==> src/rtl/dds_osc_pkg.sv <==
// dds_osc_pkg: shared types and the quarter-wave sine table generator for
// the time-multiplexed DDS oscillator.
package dds_osc_pkg;

  typedef enum logic [1:0] {
    WAVE_SINE   = 2'd0,
    WAVE_SQUARE = 2'd1,
    WAVE_SAW    = 2'd2,
    WAVE_TRI    = 2'd3
  } wave_e;

  typedef enum logic {
    IDLE = 1'b0,
    RUN  = 1'b1
  } state_e;

  localparam real PI = 3.14159265358979323846;

  // Entry idx of a quarter-wave table with 2^(addr_w-2) entries, sampled at
  // bin centres and scaled to the largest positive out_w-bit code.
  function automatic int quarter_sine(input int idx, input int addr_w, input int out_w);
    real depth;
    real peak;
    real x;
    depth = real'(2 ** (addr_w - 2));
    peak  = real'(2 ** (out_w - 1) - 1);
    x     = peak * $sin(PI / 2.0 * (real'(idx) + 0.5) / depth);
    return $rtoi(x + 0.5);
  endfunction

endpackage

==> src/rtl/dds_quarter_lut.sv <==
// dds_quarter_lut: quarter-wave sine magnitude ROM with a registered read.
// Holds only the positive first quadrant; folding and sign live in the caller.
module dds_quarter_lut
  import dds_osc_pkg::*;
#(
  parameter int ADDR_W = 8,
  parameter int OUT_W  = 8
) (
  input  logic              clk,
  input  logic [ADDR_W-3:0] i_addr,
  output logic [OUT_W-2:0]  o_data
);

  localparam int DEPTH = 2 ** (ADDR_W - 2);

  logic [OUT_W-2:0] w_rom [DEPTH];
  logic [OUT_W-2:0] r_data_p1;

  for (genvar g = 0; g < DEPTH; g++) begin : g_rom
    assign w_rom[g] = (OUT_W-1)'(quarter_sine(g, ADDR_W, OUT_W));
  end

  // Registered table read.
  always_ff @(posedge clk) begin
    r_data_p1 <= w_rom[i_addr];
  end

  assign o_data = r_data_p1;

endmodule

==> src/rtl/dds_osc.sv <==
// dds_osc: multi-channel time-multiplexed DDS oscillator. One channel is
// issued per cycle during a frame; all channels share one quarter-wave ROM.
// Optional mixed output built when DDS_OSC_MIX_EN is defined.
module dds_osc
  import dds_osc_pkg::*;
#(
  parameter  int NCH     = 4,
  parameter  int PHASE_W = 24,
  parameter  int ADDR_W  = 8,
  parameter  int OUT_W   = 8,
  parameter  int AMP_W   = 8,
  localparam int CH_W    = $clog2(NCH)
) (
  input  logic                          clk,
  input  logic                          reset,
  input  logic                          sample_en,
  input  logic [NCH*PHASE_W-1:0]        fcw,
  input  logic [NCH*2-1:0]              wave_sel,
  input  logic [NCH*AMP_W-1:0]          amp,
  output logic                          busy,
  output logic signed [OUT_W-1:0]       sample,
  output logic [CH_W-1:0]               sample_ch,
  output logic                          sample_valid,
  output logic signed [OUT_W+CH_W-1:0]  mix,
  output logic                          mix_valid,
  output logic                          overrun
);

  localparam logic [CH_W-1:0]         LAST_CH = CH_W'(NCH - 1);
  localparam logic signed [OUT_W-1:0] MAX_S   = {1'b0, {(OUT_W-1){1'b1}}};
  localparam logic signed [OUT_W-1:0] MIN_S   = {1'b1, {(OUT_W-1){1'b0}}};

  // Subtract 2^(OUT_W-1) (an MSB flip) and fold the lone most-negative code
  // onto -MAX so every waveform is symmetric.
  function automatic logic signed [OUT_W-1:0] offset_clamp(input logic [OUT_W-1:0] u);
    logic signed [OUT_W-1:0] s;
    s = $signed({~u[OUT_W-1], u[OUT_W-2:0]});
    return (s == MIN_S) ? -MAX_S : s;
  endfunction

  // (wave * amp) >>> AMP_W with floor rounding; amp is unsigned.
  function automatic logic signed [OUT_W-1:0] scale(input logic signed [OUT_W-1:0] w,
                                                    input logic [AMP_W-1:0] a);
    logic signed [OUT_W+AMP_W:0] wx;
    logic signed [OUT_W+AMP_W:0] ax;
    logic signed [OUT_W+AMP_W:0] prod;
    wx   = (OUT_W+AMP_W+1)'(w);
    ax   = (OUT_W+AMP_W+1)'({1'b0, a});
    prod = wx * ax;
    prod = prod >>> AMP_W;
    return prod[OUT_W-1:0];
  endfunction

  state_e            r_state;
  state_e            w_state_nxt;
  logic [CH_W-1:0]   r_ch_ctr;
  logic [CH_W-1:0]   w_ctr_nxt;
  logic              w_issue;
  logic              w_ovr_set;
  logic              r_overrun;

  logic [PHASE_W-1:0] r_phase [NCH];

  logic [PHASE_W-1:0]      w_phase_p0;
  logic [PHASE_W-1:0]      w_fcw_p0;
  wave_e                   w_wsel_p0;
  logic [AMP_W-1:0]        w_amp_p0;
  logic [ADDR_W-1:0]       w_p_p0;
  logic [ADDR_W-3:0]       w_idx_p0;
  logic [OUT_W-1:0]        w_tri_u_p0;
  logic signed [OUT_W-1:0] w_alt_p0;

  wave_e                   r_wsel_p1;
  logic                    r_neg_p1;
  logic signed [OUT_W-1:0] r_alt_p1;
  logic [AMP_W-1:0]        r_amp_p1;
  logic [CH_W-1:0]         r_ch_p1;
  logic                    r_vld_p1;
  logic [OUT_W-2:0]        w_rom_p1;
  logic signed [OUT_W-1:0] w_mag_p1;
  logic signed [OUT_W-1:0] w_wave_p1;

  logic signed [OUT_W-1:0] r_sample_p2;
  logic [CH_W-1:0]         r_ch_p2;
  logic                    r_vld_p2;

  // Frame sequencer state register.
  always_ff @(posedge clk) begin
    if (reset) begin
      r_state  <= IDLE;
      r_ch_ctr <= '0;
    end else begin
      r_state  <= w_state_nxt;
      r_ch_ctr <= w_ctr_nxt;
    end
  end

  // Frame sequencer: start on sample_en, issue one channel per RUN cycle.
  always_comb begin
    w_state_nxt = r_state;
    w_ctr_nxt   = r_ch_ctr;
    w_issue     = 1'b0;
    w_ovr_set   = 1'b0;
    case (r_state)
      IDLE: begin
        if (sample_en) begin
          w_state_nxt = RUN;
          w_ctr_nxt   = '0;
        end
      end
      RUN: begin
        w_issue   = 1'b1;
        w_ovr_set = sample_en;
        if (r_ch_ctr == LAST_CH) begin
          w_state_nxt = IDLE;
          w_ctr_nxt   = '0;
        end else begin
          w_ctr_nxt = r_ch_ctr + 1'b1;
        end
      end
      default: begin
        w_state_nxt = IDLE;
        w_ctr_nxt   = '0;
      end
    endcase
  end

  assign busy = (r_state == RUN);

  // Sticky overrun flag: a frame request arrived while a frame was running.
  always_ff @(posedge clk) begin
    if (reset) begin
      r_overrun <= 1'b0;
    end else if (w_ovr_set) begin
      r_overrun <= 1'b1;
    end
  end

  assign overrun = r_overrun;

  // ---- stage p0: issue mux, fold and ROM address (issue cycle) ----
  // Select the issued channel's phase and controls.
  always_comb begin
    w_phase_p0 = '0;
    w_fcw_p0   = '0;
    w_wsel_p0  = WAVE_SINE;
    w_amp_p0   = '0;
    for (int c = 0; c < NCH; c++) begin
      if (r_ch_ctr == CH_W'(c)) begin
        w_phase_p0 = r_phase[c];
        w_fcw_p0   = fcw[c*PHASE_W +: PHASE_W];
        w_wsel_p0  = wave_e'(wave_sel[2*c +: 2]);
        w_amp_p0   = amp[c*AMP_W +: AMP_W];
      end
    end
  end

  // Phase accumulators advance only when their channel is issued.
  always_ff @(posedge clk) begin
    for (int c = 0; c < NCH; c++) begin
      if (reset) begin
        r_phase[c] <= '0;
      end else if (w_issue && (r_ch_ctr == CH_W'(c))) begin
        r_phase[c] <= w_phase_p0 + w_fcw_p0;
      end
    end
  end

  assign w_p_p0     = w_phase_p0[PHASE_W-1 -: ADDR_W];
  assign w_idx_p0   = w_p_p0[ADDR_W-2] ? ~w_p_p0[ADDR_W-3:0] : w_p_p0[ADDR_W-3:0];
  assign w_tri_u_p0 = w_phase_p0[PHASE_W-2 -: OUT_W];

  // Non-sine waveforms are computed directly from the phase.
  always_comb begin
    w_alt_p0 = '0;
    case (w_wsel_p0)
      WAVE_SQUARE: w_alt_p0 = w_phase_p0[PHASE_W-1] ? -MAX_S : MAX_S;
      WAVE_SAW:    w_alt_p0 = offset_clamp(w_phase_p0[PHASE_W-1 -: OUT_W]);
      WAVE_TRI:    w_alt_p0 = offset_clamp(w_phase_p0[PHASE_W-1] ? ~w_tri_u_p0 : w_tri_u_p0);
      default:     w_alt_p0 = '0;
    endcase
  end

  // ---- stage p1: ROM read and sign ----
  dds_quarter_lut #(
    .ADDR_W (ADDR_W),
    .OUT_W  (OUT_W)
  ) u_lut (
    .clk    (clk),
    .i_addr (w_idx_p0),
    .o_data (w_rom_p1)
  );

  // Carry waveform controls alongside the ROM read.
  always_ff @(posedge clk) begin
    r_wsel_p1 <= w_wsel_p0;
    r_neg_p1  <= w_p_p0[ADDR_W-1];
    r_alt_p1  <= w_alt_p0;
    r_amp_p1  <= w_amp_p0;
    r_ch_p1   <= r_ch_ctr;
  end

  // Valid for stage p1.
  always_ff @(posedge clk) begin
    if (reset) r_vld_p1 <= 1'b0;
    else       r_vld_p1 <= w_issue;
  end

  assign w_mag_p1  = $signed({1'b0, w_rom_p1});
  assign w_wave_p1 = (r_wsel_p1 == WAVE_SINE) ? (r_neg_p1 ? -w_mag_p1 : w_mag_p1) : r_alt_p1;

  // ---- stage p2: amplitude scaling into the output register ----
  // Output register; holds the last sample between pulses.
  always_ff @(posedge clk) begin
    if (reset) begin
      r_vld_p2    <= 1'b0;
      r_sample_p2 <= '0;
      r_ch_p2     <= '0;
    end else begin
      r_vld_p2 <= r_vld_p1;
      if (r_vld_p1) begin
        r_sample_p2 <= scale(w_wave_p1, r_amp_p1);
        r_ch_p2     <= r_ch_p1;
      end
    end
  end

  assign sample       = r_sample_p2;
  assign sample_ch    = r_ch_p2;
  assign sample_valid = r_vld_p2;

`ifdef DDS_OSC_MIX_EN
  logic signed [OUT_W+CH_W-1:0] w_sx;
  logic signed [OUT_W+CH_W-1:0] r_acc;
  logic signed [OUT_W+CH_W-1:0] r_mix;
  logic                         r_mix_vld;

  assign w_sx = (OUT_W+CH_W)'(r_sample_p2);

  // Frame accumulator, reloaded by channel 0 so frames never mix.
  always_ff @(posedge clk) begin
    if (r_vld_p2) begin
      r_acc <= (r_ch_p2 == '0) ? w_sx : r_acc + w_sx;
    end
  end

  // Publish the frame sum when the last channel's sample arrives.
  always_ff @(posedge clk) begin
    if (reset) begin
      r_mix_vld <= 1'b0;
      r_mix     <= '0;
    end else begin
      r_mix_vld <= r_vld_p2 && (r_ch_p2 == LAST_CH);
      if (r_vld_p2 && (r_ch_p2 == LAST_CH)) begin
        r_mix <= r_acc + w_sx;
      end
    end
  end

  assign mix       = r_mix;
  assign mix_valid = r_mix_vld;
`else
  assign mix       = '0;
  assign mix_valid = 1'b0;
`endif

endmodule

==> config.mk <==
export PLATFORM = sky130hd
export DESIGN_NAME = dds_osc
export DESIGN_NICKNAME = d
export VERILOG_FILES = /design/src/rtl/dds_osc_pkg.sv /design/src/rtl/dds_quarter_lut.sv /design/src/rtl/dds_osc.sv
export SDC_FILE = /design/constraint.sdc
export NUM_CORES = 1
export LEC_CHECK = 0
export BUFFER_PORTS_ARGS = -buffer_cell sky130_fd_sc_hd__buf_2
export CELL_PAD_IN_SITES_DETAIL_PLACEMENT = 0
export CELL_PAD_IN_SITES_GLOBAL_PLACEMENT = 1
export CORE_MARGIN = 2
export CORE_UTILIZATION = 30
export CTS_BUF_LIST = sky130_fd_sc_hd__clkbuf_4
export CTS_CLUSTER_DIAMETER = 80
export CTS_CLUSTER_SIZE = 12
export DETAILED_ROUTE_END_ITERATION = 7
export PLACE_DENSITY = 0.59
export SYNTH_ARGS = -nofsm -noshare
export SYNTH_HDL_FRONTEND = slang
export SYNTH_SLANG_ARGS = --single-unit
==> constraint.sdc <==
create_clock -name clk -period 7.9 [get_ports clk]
set_clock_uncertainty 0.05 [all_clocks]
set_input_delay 0.79 -clock clk [delete_from_list [all_inputs] [get_ports clk]]
set_output_delay 0.79 -clock clk [all_outputs]
set_load 0.03 [all_outputs]
==> reports/metrics.yaml <==
status:
  status: "complete, no violations"
cts:
  postCtsHoldBufs: 0
  cts_resized: 0
  htree_levels: 4
  clock-sinks: 140
  cts_setup_buffers: 0
  cts_buffers: 17
  clk_path_buf_depth: 2
  cts_tree: "built"
  path_clk_slew_ns: 0.15
  cts_root_buf: "clkbuf_4"
  clkLatencyLatePin_ns: 0.60
final_layout:
  drive_above_1_share_pct: 15.4
  layout_commonest_cell: "nor2_1"
  layout_common_cells: "226 x nor2_1, 164 x nand2_1, 151 x buf_2"
  finalNetCount: 1729
  multi_input_area_um2: 6950
  fillers: 4101
  regArea_um2: 3760
  area_delta_synth_final_pct: 12.9
  fin_cells: 2006
setup_path:
  reg2reg_slack_ns: 1.92
  startpoint: "r_wsel_p1[1]"
  crit_type: "register to register"
  critPathArrivalTime_ns: 6.44
  path_common_cell: "fa_1"
  critical-path-top-delay-family: "adder cells"
  end_kind: "register"
  cp.depth: 17
  worstSetupStartpointType: "register"
  r2r_end: "sample[5]"
  critPathCapture: "sample[5]"
  path_max_fanout: 14
  critical-path-max-stage-delay_ns: 0.71
  path_cells: "nor2_1, o21ai_0, nand2b_1, fa_1, fa_1, inv_1, fa_1, inv_1, fa_1, inv_1, ha_1, and3_1, a211oi_1, a21oi_1, a21oi_1, nor2_1, o32ai_1"
  crit_slowest_cell: "nor2_1"
  path_buf_inv: 3
  required_ns: 8.36
  worst_r2r_path_depth: 17
  timing.rr.start: "r_wsel_p1[1]"
logic_synthesis:
  synth_ff_type: "edfxtp_1"
  ys_async_sr_fraction_pct: 0
  syn-instance-count: 1380
  yosys_warnings: 0
  ys_ff_latch: 140
  synth_area_per_cell_um2: 8.22
  synth_edf_count: 96
  yosysSeqAreaShare_pct: 33.2
  ys_types: 83
  netlist_area_um2: 11300
route:
  first_pass_iters: 7
  dr_total_vias: 9931
  drcViolationCount: 0
  wire_per_inst_um: 17.5
  drt-initial-drc-count: 686
  routed_wl_um: 35100
  drt-vias-per-instance: 4.95
  ant_nets: 0
power_and_ir_drop:
  ir_worst_vdd_mv: 0.154
  p_per_area_nw_per_um2: 275
  leakage_nw: 5.45
die:
  start_util_pct: 30.3
  rows: 71
  die_area_um2: 39400
  pin_count: 163
  die_w_um: 198
  die_y_um: 198
  design.core.area_um2: 37500
sta:
  grt_setup_unrepaired: "false"
  setup_viol_count_final: 0
  fin_crit_ns: 5.98
  slew_viol_final: 0
  fin_setup_tns_ns: 0
  max_freq_mhz: 167
  setup_ws_ns: 1.92
  tightestPinTransition_ns: 1.15
  max-slew-margin-rel_pct: 23.2
  post-route-period-util_pct: 75.7
  hold_viol: 0
min_path:
  hold_path.startpoint: "amp[28]"
  holdCritPathClass: "input pin to register"
run:
  maxCapViolations: 0
place:
  io_buffer_count: 151
  place_inst: 1973
  hpwlAfterDp_um: 25100
  post-place-ws_ns: 1.93
  place.gp.congestion: 0.830
global_routing:
  grt_max_degree: 77
  grt_pass1_wl_um: 54300
  grt_pass1_vias: 9802
  antenna_found_initial: 1
  overflow: 0
  grt_use_total_pct: 18.0
logic make-up (layout without fill, tap and decap cells):
| group | Yosys count | after routing | share of synthesized area [%] |
|---|---|---|---|
| xor+xnor | 43 | 43 | 3.39 |
| compound gates | 354 | 354 | 19.5 |
| other cells | 1 | 12 | 0.0330 |
| buf+inv | 165 | 269 | 6.30 |
| flops | 140 | 140 | 33.2 |
| simple gates | 554 | 554 | 21.9 |
| mux | 14 | 14 | 1.35 |
| fa+ha+maj | 109 | 109 | 14.4 |
stage by stage:
stage | hold WS [ns] | instance area [µm²] | util [%] | total power [W]
2_1_floorplan | 0.321 | 11400 | - | 0.00251
5_1_grt | 0.311 | 12800 | 34.2 | 0.00388
4_1_cts | 0.281 | 12800 | 34.2 | 0.00358
3_5_place_dp | 0.402 | 12500 | 33.3 | 0.00302
3_3_place_gp | 0.398 | 12500 | 33.3 | 0.00300
6_report | 0.328 | 12800 | 34.2 | 0.00352
synthesized netlist by cell type, types with 4 or more instances:
master,n,area share (%)
o31ai_1,4,0.26
clkbuf_1,51,1.7
o21ai_0,81,3.6
xor2_1,13,1.0
fa_1,36,6.4
nor2_1,226,7.5
o22a_1,5,0.39
o21bai_1,5,0.33
a2bb2oi_1,4,0.31
edfxtp_1,96,25
nand2_1,164,5.4
a311oi_1,5,0.39
buf_1,9,0.30
nor2b_1,37,2.0
or4_1,4,0.26
o221a_2,4,0.40
inv_1,64,2.1
o211ai_1,7,0.46
and2_1,17,0.94
or3_1,5,0.28
buf_4,13,0.86
nor3b_1,4,0.26
o22ai_1,9,0.50
nand3_1,15,0.66
buf_2,21,0.93
a22o_1,5,0.39
nor4_1,6,0.33
nand4_1,11,0.61
a21o_1,14,0.93
xnor2_1,29,2.2
mux2i_1,13,1.1
dfxtp_1,44,7.8
a211oi_1,9,0.60
nor3_1,17,0.75
a22oi_1,11,0.73
or2_2,5,0.28
nand2b_1,18,0.99
o221ai_1,5,0.39
a21oi_1,138,6.1
nand3b_1,7,0.46
a31oi_1,8,0.44
ha_1,73,8.0
and3_1,10,0.55
routing by layer:
layer | up-vias | wire (µm) | GRT usage (%)
met5 | - | 0 | 0
met1 | 4680 | 15800 | 22.8
li1 | 5002 | - | -
met3 | 27 | 1260 | 2.54
met4 | 0 | 439 | 4.84
met2 | 222 | 17600 | 32.1
where the power goes:
part	leakage (nW)	switching [W]	internal [W]
clock network	0.155	0.000320	0.000225
registers	1.37	0.0000505	0.000867
logic	3.93	0.00123	0.000830
how the worst min path moves through the flow:
stage             endpoint  slack (ns)  depth (start not counted)
2_1_floorplan   r_ch_p1[1]        0.32                          0
3_3_place_gp       overrun        0.40                          2
3_5_place_dp       overrun        0.40                          2
4_1_cts        r_amp_p1[4]        0.28                          3
5_1_grt        r_amp_p1[4]        0.31                          3
6_report       r_amp_p1[4]        0.33                          3
sequential cells by signal, indices dropped and copies added (netlist names), 2 cells and up:
register      flops
r_alt_p1          8
r_amp_p1          8
r_ch_ctr          2
r_ch_p1           2
r_phase          96
r_wsel_p1         2
sample            8
sample_ch         2
u_lut.o_data      7
area by class of cell:
| type | count | area share [%] |
|---|---|---|
| multi-input combinational | 1085 | 54.2 |
| sequential | 140 | 29.4 |
| timing repair buffer | 168 | 6.89 |
| tap | 511 | 4.99 |
| inverter | 69 | 2.06 |
| clock inverter | 15 | 1.46 |
| clock buffer | 17 | 0.996 |
| antenna | 1 | 0.0195 |
tightest hold or removal path: cells and delay by family:
kind / cells / cell delay (ns)
buffers and inverters: 1 / 0.07
AOI/OAI and AO/OA: 1 / 0.06
and+or+nand+nor: 1 / 0.04
No activity file was read; power rests on OpenSTA's default activity.
